<file path="config.mk">
export PLATFORM = sky130hd
export DESIGN_NAME = calc_op_sequencer_flat
export DESIGN_NICKNAME = d
export VERILOG_FILES = /design/src/rtl/calc_op_sequencer_if.sv /design/src/rtl/calc_op_sequencer.sv /design/src/flat_wrapper.sv
export SDC_FILE = /design/constraint.sdc
export NUM_CORES = 1
export LEC_CHECK = 0
export BUFFER_PORTS_ARGS = -buffer_cell sky130_fd_sc_hd__buf_4
export CORE_MARGIN = 1
export CORE_UTILIZATION = 50
export DETAILED_ROUTE_END_ITERATION = 16
export HOLD_SLACK_MARGIN = 0.1
export PLACE_DENSITY_LB_ADDON = 0.2
export SYNTH_ARGS = -nofsm -noshare
export SYNTH_HDL_FRONTEND = slang
export SYNTH_SLANG_ARGS = --single-unit
</file>
<file path="constraint.sdc">
create_clock -name clk -period 2.76 [get_ports clk]
set_input_delay 0.138 -clock clk [delete_from_list [all_inputs] [get_ports clk]]
set_output_delay 0.138 -clock clk [all_outputs]
set_load 0.02 [all_outputs]
</file>
<file path="src/rtl/calc_op_sequencer_if.sv">
// -----------------------------------------------------------------------------
// calc_op_sequencer_if
//
// Request/response bundle between a requester and the calculator operation
// sequencer.
//
// Signals:
//   start   requester -> sequencer  request strobe, only honoured while idle
//   op      requester -> sequencer  00 ADD, 01 SUB, 10 MUL, 11 DIV
//   a, b    requester -> sequencer  operands, latched on an accepted start
//   busy    sequencer -> requester  high whenever an operation is in flight
//   done    sequencer -> requester  one-cycle completion pulse
//   result  sequencer -> requester  sum / difference / product low byte / quotient
//   rem     sequencer -> requester  DIV remainder, 0 for other operations
//   ovf     sequencer -> requester  ADD carry, SUB borrow, MUL product overflow
//   err     sequencer -> requester  divide by zero
//
// Modports:
//   master  the requester side
//   slave   the sequencer side
// -----------------------------------------------------------------------------
interface calc_op_sequencer_if #(
    parameter int WIDTH = 8
) ();

    logic             start;
    logic [1:0]       op;
    logic [WIDTH-1:0] a;
    logic [WIDTH-1:0] b;
    logic             busy;
    logic             done;
    logic [WIDTH-1:0] result;
    logic [WIDTH-1:0] rem;
    logic             ovf;
    logic             err;

    modport master (
        output start, op, a, b,
        input  busy, done, result, rem, ovf, err
    );

    modport slave (
        input  start, op, a, b,
        output busy, done, result, rem, ovf, err
    );

endinterface : calc_op_sequencer_if

</file>
<file path="src/rtl/calc_op_sequencer.sv">
// -----------------------------------------------------------------------------
// calc_op_sequencer
//
// Multi-cycle controller for the calculator's shared add/subtract datapath.
// ADD and SUB take a single pass through the external ALU, MUL is done by
// repeated addition of the multiplicand and DIV by repeated subtraction of the
// divisor. Every datapath access goes through the one shared ALU port.
//
// Ports:
//   clk       system clock, rising edge
//   rst       synchronous active-high reset, wins over a same-cycle start
//   bus       calc_op_sequencer_if.slave: start/op/a/b in,
//             busy/done/result/rem/ovf/err out (all registered)
//   alu_a     shared ALU operand A      (combinational from state/registers)
//   alu_b     shared ALU operand B      (combinational from state/registers)
//   alu_sub   0 = add, 1 = subtract a-b (combinational from state/registers)
//   alu_res   ALU result, combinational from alu_a/alu_b/alu_sub
//   alu_cout  ALU carry-out, meaningful for add only
//
// Latency from the accepting edge to the edge that raises done:
//   ADD/SUB 1 edge, MUL b+1 edges, DIV quotient+1 edges (divide by zero 1).
// -----------------------------------------------------------------------------
module calc_op_sequencer #(
    parameter int WIDTH = 8
) (
    input  logic                 clk,
    input  logic                 rst,
    calc_op_sequencer_if.slave   bus,
    output logic [WIDTH-1:0]     alu_a,
    output logic [WIDTH-1:0]     alu_b,
    output logic                 alu_sub,
    input  logic [WIDTH-1:0]     alu_res,
    input  logic                 alu_cout
);

    typedef enum logic [2:0] {
        ST_IDLE,
        ST_EXEC,
        ST_MUL,
        ST_DIV,
        ST_DONE
    } state_e;

    typedef enum logic [1:0] {
        OP_ADD = 2'b00,
        OP_SUB = 2'b01,
        OP_MUL = 2'b10,
        OP_DIV = 2'b11
    } op_e;

    state_e state_q;
    state_e state_d;

    // Operands latched on an accepted start; a later start cannot touch them
    // because they are only written in ST_IDLE.
    logic             sub_l;     // op[0]: selects SUB over ADD in ST_EXEC
    logic [WIDTH-1:0] a_l;
    logic [WIDTH-1:0] b_l;

    // Iteration registers for MUL (acc, cnt) and DIV (rem_w, quo).
    logic [WIDTH-1:0] acc;
    logic [WIDTH-1:0] cnt;
    logic [WIDTH-1:0] rem_w;
    logic [WIDTH-1:0] quo;

    // Registered outputs.
    logic             busy_q;
    logic             done_q;
    logic [WIDTH-1:0] result_q;
    logic [WIDTH-1:0] rem_q;
    logic             ovf_q;
    logic             err_q;

    // Iteration decisions, shared by the next-state logic, the ALU decode and
    // the datapath update so all three always agree on what this cycle does.
    logic mul_step;
    logic div_zero;
    logic div_step;

    assign mul_step = (cnt != '0);
    assign div_zero = (b_l == '0);
    assign div_step = !div_zero && (rem_w >= b_l);

    // -------------------------------------------------------------------------
    // State register
    // -------------------------------------------------------------------------
    // NOTE: the reset is synchronous, so it lives inside the clocked branch and
    // is not in the sensitivity list; it simply takes priority over every
    // other assignment made at the same edge.
    always_ff @(posedge clk) begin
        if (rst) begin
            state_q <= ST_IDLE;
        end else begin
            state_q <= state_d;
        end
    end

    // -------------------------------------------------------------------------
    // Next-state and ALU port decode
    // -------------------------------------------------------------------------
    // NOTE: every signal written here gets a default before the case, so no
    // path leaves one unassigned and no latch can be inferred.
    always_comb begin
        state_d = state_q;
        alu_a   = '0;
        alu_b   = '0;
        alu_sub = 1'b0;

        unique case (state_q)
            ST_IDLE: begin
                if (bus.start) begin
                    unique case (op_e'(bus.op))
                        OP_ADD, OP_SUB: state_d = ST_EXEC;
                        OP_MUL:         state_d = ST_MUL;
                        OP_DIV:         state_d = ST_DIV;
                        default:        state_d = ST_IDLE;
                    endcase
                end
            end

            ST_EXEC: begin
                alu_a   = a_l;
                alu_b   = b_l;
                alu_sub = sub_l;
                state_d = ST_DONE;
            end

            ST_MUL: begin
                if (mul_step) begin
                    alu_a = acc;
                    alu_b = a_l;
                end else begin
                    state_d = ST_DONE;
                end
            end

            ST_DIV: begin
                if (div_step) begin
                    alu_a   = rem_w;
                    alu_b   = b_l;
                    alu_sub = 1'b1;
                end else begin
                    // Covers both divide-by-zero and the normal exit.
                    state_d = ST_DONE;
                end
            end

            ST_DONE: begin
                state_d = ST_IDLE;
            end

            default: begin
                state_d = ST_IDLE;
            end
        endcase
    end

    // -------------------------------------------------------------------------
    // Datapath and registered outputs
    // -------------------------------------------------------------------------
    // NOTE: sequential state uses non-blocking assignments so every register
    // samples the pre-edge values, independent of statement order.
    always_ff @(posedge clk) begin
        if (rst) begin
            sub_l    <= 1'b0;
            a_l      <= '0;
            b_l      <= '0;
            acc      <= '0;
            cnt      <= '0;
            rem_w    <= '0;
            quo      <= '0;
            busy_q   <= 1'b0;
            done_q   <= 1'b0;
            result_q <= '0;
            rem_q    <= '0;
            ovf_q    <= 1'b0;
            err_q    <= 1'b0;
        end else begin
            // busy/done are registered images of the state being entered, so
            // they line up exactly with the state they describe.
            busy_q <= (state_d != ST_IDLE);
            done_q <= (state_d == ST_DONE);

            unique case (state_q)
                ST_IDLE: begin
                    if (bus.start) begin
                        sub_l    <= bus.op[0];
                        a_l      <= bus.a;
                        b_l      <= bus.b;
                        acc      <= '0;
                        cnt      <= bus.b;
                        rem_w    <= bus.a;
                        quo      <= '0;
                        result_q <= '0;
                        rem_q    <= '0;
                        ovf_q    <= 1'b0;
                        err_q    <= 1'b0;
                    end
                end

                ST_EXEC: begin
                    result_q <= alu_res;
                    // The ALU carry is only meaningful for add, so the borrow
                    // for SUB comes from a local magnitude compare.
                    ovf_q    <= sub_l ? (a_l < b_l) : alu_cout;
                end

                ST_MUL: begin
                    if (mul_step) begin
                        acc   <= alu_res;
                        // Any carry out of a partial sum means the full
                        // product does not fit in WIDTH bits.
                        ovf_q <= ovf_q | alu_cout;
                        cnt   <= cnt - 1'b1;
                    end else begin
                        result_q <= acc;
                    end
                end

                ST_DIV: begin
                    if (div_zero) begin
                        err_q    <= 1'b1;
                        result_q <= '1;
                        rem_q    <= a_l;
                    end else if (div_step) begin
                        rem_w <= alu_res;
                        quo   <= quo + 1'b1;
                    end else begin
                        result_q <= quo;
                        rem_q    <= rem_w;
                    end
                end

                default: begin
                    // ST_DONE: results hold until the next accepted start.
                end
            endcase
        end
    end

    assign bus.busy   = busy_q;
    assign bus.done   = done_q;
    assign bus.result = result_q;
    assign bus.rem    = rem_q;
    assign bus.ovf    = ovf_q;
    assign bus.err    = err_q;

endmodule : calc_op_sequencer

</file>
<file path="src/flat_wrapper.sv">
// flat-port wrapper written by rule: the top's interface ports become plain ports
module calc_op_sequencer_flat 
#(
    parameter int WIDTH = 8
)
  (clk, rst, alu_a, alu_b, alu_sub, alu_res, alu_cout, bus_start, bus_op, bus_a, bus_b, bus_busy, bus_done, bus_result, bus_rem, bus_ovf, bus_err);
  calc_op_sequencer_if #(.WIDTH(WIDTH)) bus_i ();
  input  logic clk;
  input  logic rst;
  output logic [WIDTH-1:0] alu_a;
  output logic [WIDTH-1:0] alu_b;
  output logic alu_sub;
  input  logic [WIDTH-1:0] alu_res;
  input  logic alu_cout;
  input wire logic [$bits(bus_i.start)-1:0] bus_start;
  input wire logic [$bits(bus_i.op)-1:0] bus_op;
  input wire logic [$bits(bus_i.a)-1:0] bus_a;
  input wire logic [$bits(bus_i.b)-1:0] bus_b;
  output wire logic [$bits(bus_i.busy)-1:0] bus_busy;
  output wire logic [$bits(bus_i.done)-1:0] bus_done;
  output wire logic [$bits(bus_i.result)-1:0] bus_result;
  output wire logic [$bits(bus_i.rem)-1:0] bus_rem;
  output wire logic [$bits(bus_i.ovf)-1:0] bus_ovf;
  output wire logic [$bits(bus_i.err)-1:0] bus_err;
  assign bus_i.start = bus_start;
  assign bus_i.op = bus_op;
  assign bus_i.a = bus_a;
  assign bus_i.b = bus_b;
  assign bus_busy = bus_i.busy;
  assign bus_done = bus_i.done;
  assign bus_result = bus_i.result;
  assign bus_rem = bus_i.rem;
  assign bus_ovf = bus_i.ovf;
  assign bus_err = bus_i.err;
  calc_op_sequencer #(.WIDTH(WIDTH)) u_core (.clk(clk), .rst(rst), .bus(bus_i), .alu_a(alu_a), .alu_b(alu_b), .alu_sub(alu_sub), .alu_res(alu_res), .alu_cout(alu_cout));
endmodule
</file>
==> metrics.md <==
| Metric | Value |
|---|---|
| Status | completed |
| Layout cells sized above 1 | 22.3% |
| Peak supply drop | 0.000435 V |
| Sequential cell area | 1440 um^2 |
| Multi-input logic area | 2310 um^2 |
| Pwr Density | 604 nW/um^2 |
| Via count | 4114 |
| Root Driver | clkbuf_8 |
| Gr ovfl total | 0 |
| Syn. warnings | 0 |
| Synth async-reset ratio | 0% |
| Arrival time worst endpoint | 2560 ps |
| Port Buffers | 66 |
| Die footprint | 8150 um^2 |
| TritonCTS clock tree | done |
| ANT nets after route | 0 |
| Maximum clock rate | 0.370 GHz |
| Placed Area | 4580 um^2 |
| H-tree depth | 3 |
| Clock Sinks | 72 |
| Max Clock Skew | 9.62 ps |
| Final setup fails | 0 |
| Top FF cell, synth | dfxtp_1 |
| Fin area | 5110 um^2 |
| Vias in the first global route | 4002 |
| R2r startpoint | u_core.rem_w[0] |
| Post-DR vias/cell | 6.15 |
| Final count of hold timing violations | 0 |
| Number of synthesized flops with an enable pin | 0 |
| Die W | 90.3 um |
| Final Wtd Congestion | 0.877 |
| Critical Path RT | 2620 ps |
| Area growth syn-to-layout | 31.1% |
| Inserted Diodes | 0 |
| Worst slew pin tran | 785 ps |
| Final wirelength | 12300 um |
| Synthesized instance count | 466 |
| Rows | 31 |
| Floorplan core area | 7410 um^2 |
| Post-synthesis register bit count | 72 |
| Die Ht | 90.3 um |
| Starting Density | 52.6% |
| Detailed Route Iter0 Violations | 317 |
| Core Util, Final | 69.0% |
| Clock Latency Late Sink | 350 ps |
| Final period utilization | 97.9% |
| Setup slack at placement | 240 ps |
| I/O pin count | 67 |
| Global-route wire length before repair | 19500 um |
| Total Routing Usage GR | 30.4% |
| Syn Nets | 514 |
| Worst Path Max Fanout | 18 |
| CTS Buffer Depth | 2 |
| Slew Limit Fails | 0 |
| Syn Std Cell Area | 3900 um^2 |
| Lkg Pwr | 0.00206 uW |
| Seq/Total Area, Yosys | 37.0% |
| Setup TNS | 0 ps |
| Slew headroom | 47.7% |
| Clock-pin slew on the worst setup and hold paths | 80 ps |
| Max-cap viol count | 0 |
| Initial antenna violation count | 0 |
| Final WS setup | 57.6 ps |
| Syn Area/Cell | 8.36 um^2 |
| Avg WL per Cell | 18.4 um |
| Largest net degree at the start of global routing | 38 |
| Tmin final | 2700 ps |
| Critical Path Source | u_core.b_l[5] |
| DRT Pass-1 Iters | 5 |
| Post-DP HPWL | 8680 um |
| Crit path launch type | flop |
| HP Class | in2reg |
| Hold Startpoint | bus_start |
| Fin nets | 613 |
| Setup crit end kind | output pin |
| Synth unique cells | 55 |
| Crit Path Category | reg2out |
| DRC viols | 0 |
| Fill cells | 622 |
| Num CTS Buffers | 9 |
flip-flops by register name (all words and copies together) (netlist names):
| name | count |
|---|---|
| u_core.a_l | 8 |
| u_core.acc | 8 |
| u_core.b_l | 8 |
| u_core.bus.busy | 1 |
| u_core.bus.done | 1 |
| u_core.bus.err | 1 |
| u_core.bus.ovf | 1 |
| u_core.bus.rem | 8 |
| u_core.bus.result | 8 |
| u_core.cnt | 8 |
| u_core.quo | 8 |
| u_core.rem_w | 8 |
| u_core.state_q | 3 |
| u_core.sub_l | 1 |
layout make-up:
cell class | count | area share [%]
Clock buffer | 9 | 2.42
Clock inverter | 7 | 1.86
Inverter | 22 | 1.62
Multi-Input combinational cell | 346 | 45.1
Sequential cell | 72 | 28.2
Tap cell | 99 | 2.42
Timing Repair Buffer | 114 | 18.3
per-stage QoR:
stage	power (uW)	cells	hold WS [ps]
after floorplan	1770	466	274
after global placement	2050	625	399
after detailed placement	2080	625	407
after CTS	3040	669	127
after global routing	3220	669	134
final	3080	669	118
metal layers:
| layer | track usage, % | up-vias | share of wire, % |
|---|---|---|---|
| li1 | - | 1941 | - |
| met1 | 36.8 | 1951 | 41 |
| met2 | 51.0 | 188 | 48 |
| met3 | 6.82 | 34 | 7.5 |
| met5 | 0 | - | 0 |
| met4 | 14.5 | 0 | 3.1 |
synthesized netlist by cell type (2+ instances only):
cell type | number | area (um^2)
o21a_1 | 2 | 15.0
and2_1 | 2 | 12.5
xor2_1 | 2 | 17.5
o221a_2 | 2 | 22.5
a21o_1 | 7 | 52.6
mux2_2 | 8 | 90.1
nor2_1 | 37 | 139
o211ai_1 | 4 | 30.0
o221ai_1 | 2 | 17.5
o21ai_0 | 15 | 75.1
ha_1 | 18 | 225
nand3_1 | 8 | 40.0
buf_2 | 3 | 15.0
a221oi_1 | 9 | 78.8
or4_4 | 2 | 22.5
o31ai_1 | 8 | 60.1
a22oi_1 | 24 | 180
or4_1 | 6 | 45.0
nand2_1 | 59 | 221
nor4_1 | 4 | 25.0
and3_1 | 4 | 25.0
dfxtp_1 | 72 | 1440
inv_1 | 22 | 82.6
a211oi_1 | 4 | 30.0
nor3_1 | 5 | 25.0
o32a_1 | 8 | 80.1
nand4_1 | 3 | 18.8
o22ai_1 | 7 | 43.8
a22o_1 | 8 | 70.1
mux2i_1 | 14 | 140
nor4b_2 | 2 | 30.0
or3_1 | 2 | 12.5
nand2b_1 | 4 | 25.0
buf_1 | 3 | 11.3
clkbuf_1 | 19 | 71.3
a31oi_1 | 2 | 12.5
a21oi_1 | 47 | 235
final timing paths:
check / slack [ps] / end / cells after the start
worst max-delay path: 60 / alu_a[6] / 8
worst min-delay path: 120 / u_core.bus.busy / 3
worst max register to register: 250 / u_core.bus.result[7] / 9
worst min register to register: 480 / u_core.bus.rem[1] / 2
kinds of logic (layout without fill, tap and decap cells):
group / after synthesis / count (layout) / synth area share [%]
flip-flops: 72 / 72 / 37.0
AND/OR/NAND/NOR: 144 / 144 / 17.7
AO/OA/AOI/OAI: 160 / 160 / 28.3
buffers and inverters: 48 / 152 / 4.82
adder cells (fa/ha/maj): 18 / 18 / 5.78
XOR/XNOR: 2 / 2 / 0.450
multiplexers: 22 / 22 / 5.91
layout by cell type, fill, tap and decap left out, types with 3 or more instances in the layout:
cell type	count
buf_4	86
dfxtp_1	72
nand2_1	59
a21oi_1	47
nor2_1	37
dlygate4sd3_1	27
a22oi_1	24
inv_1	22
ha_1	18
o21ai_0	14
mux2i_1	14
a221oi_1	9
clkbuf_8	9
nand3_1	8
a22o_1	8
o32a_1	8
mux2_2	8
a21o_1	7
o31ai_1	7
o22ai_1	7
or4_1	6
nor3_1	5
nand2b_1	4
o211ai_1	4
a211oi_1	4
and3_1	4
nor4_1	3
nand4_1	3
where the power goes:
group | switching [uW] | total, uW | internal (uW)
Clock | 427 | 938 | 510
Combinational | 530 | 922 | 391
Sequential | 103 | 1230 | 1120
Total | 1060 | 3080 | 2020
critical path: stages (launching register included):
cell and delay [ps]:
dfxtp_1 400, inv_1 90, ha_1 300, nand4_1 190, o31ai_2 370, nand3_1 200, buf_12 200, o21ai_0 250
buf_4 200
timing repair:
item	CTS	global route
cloned	0	0
setup endpoints to repair	8	16
hold buffers	27	0
pin swaps	1	0
hold endpoints to repair	33	0
resized for setup	0	7
buffers inserted	1	0
(Power assumes the default switching activity.)
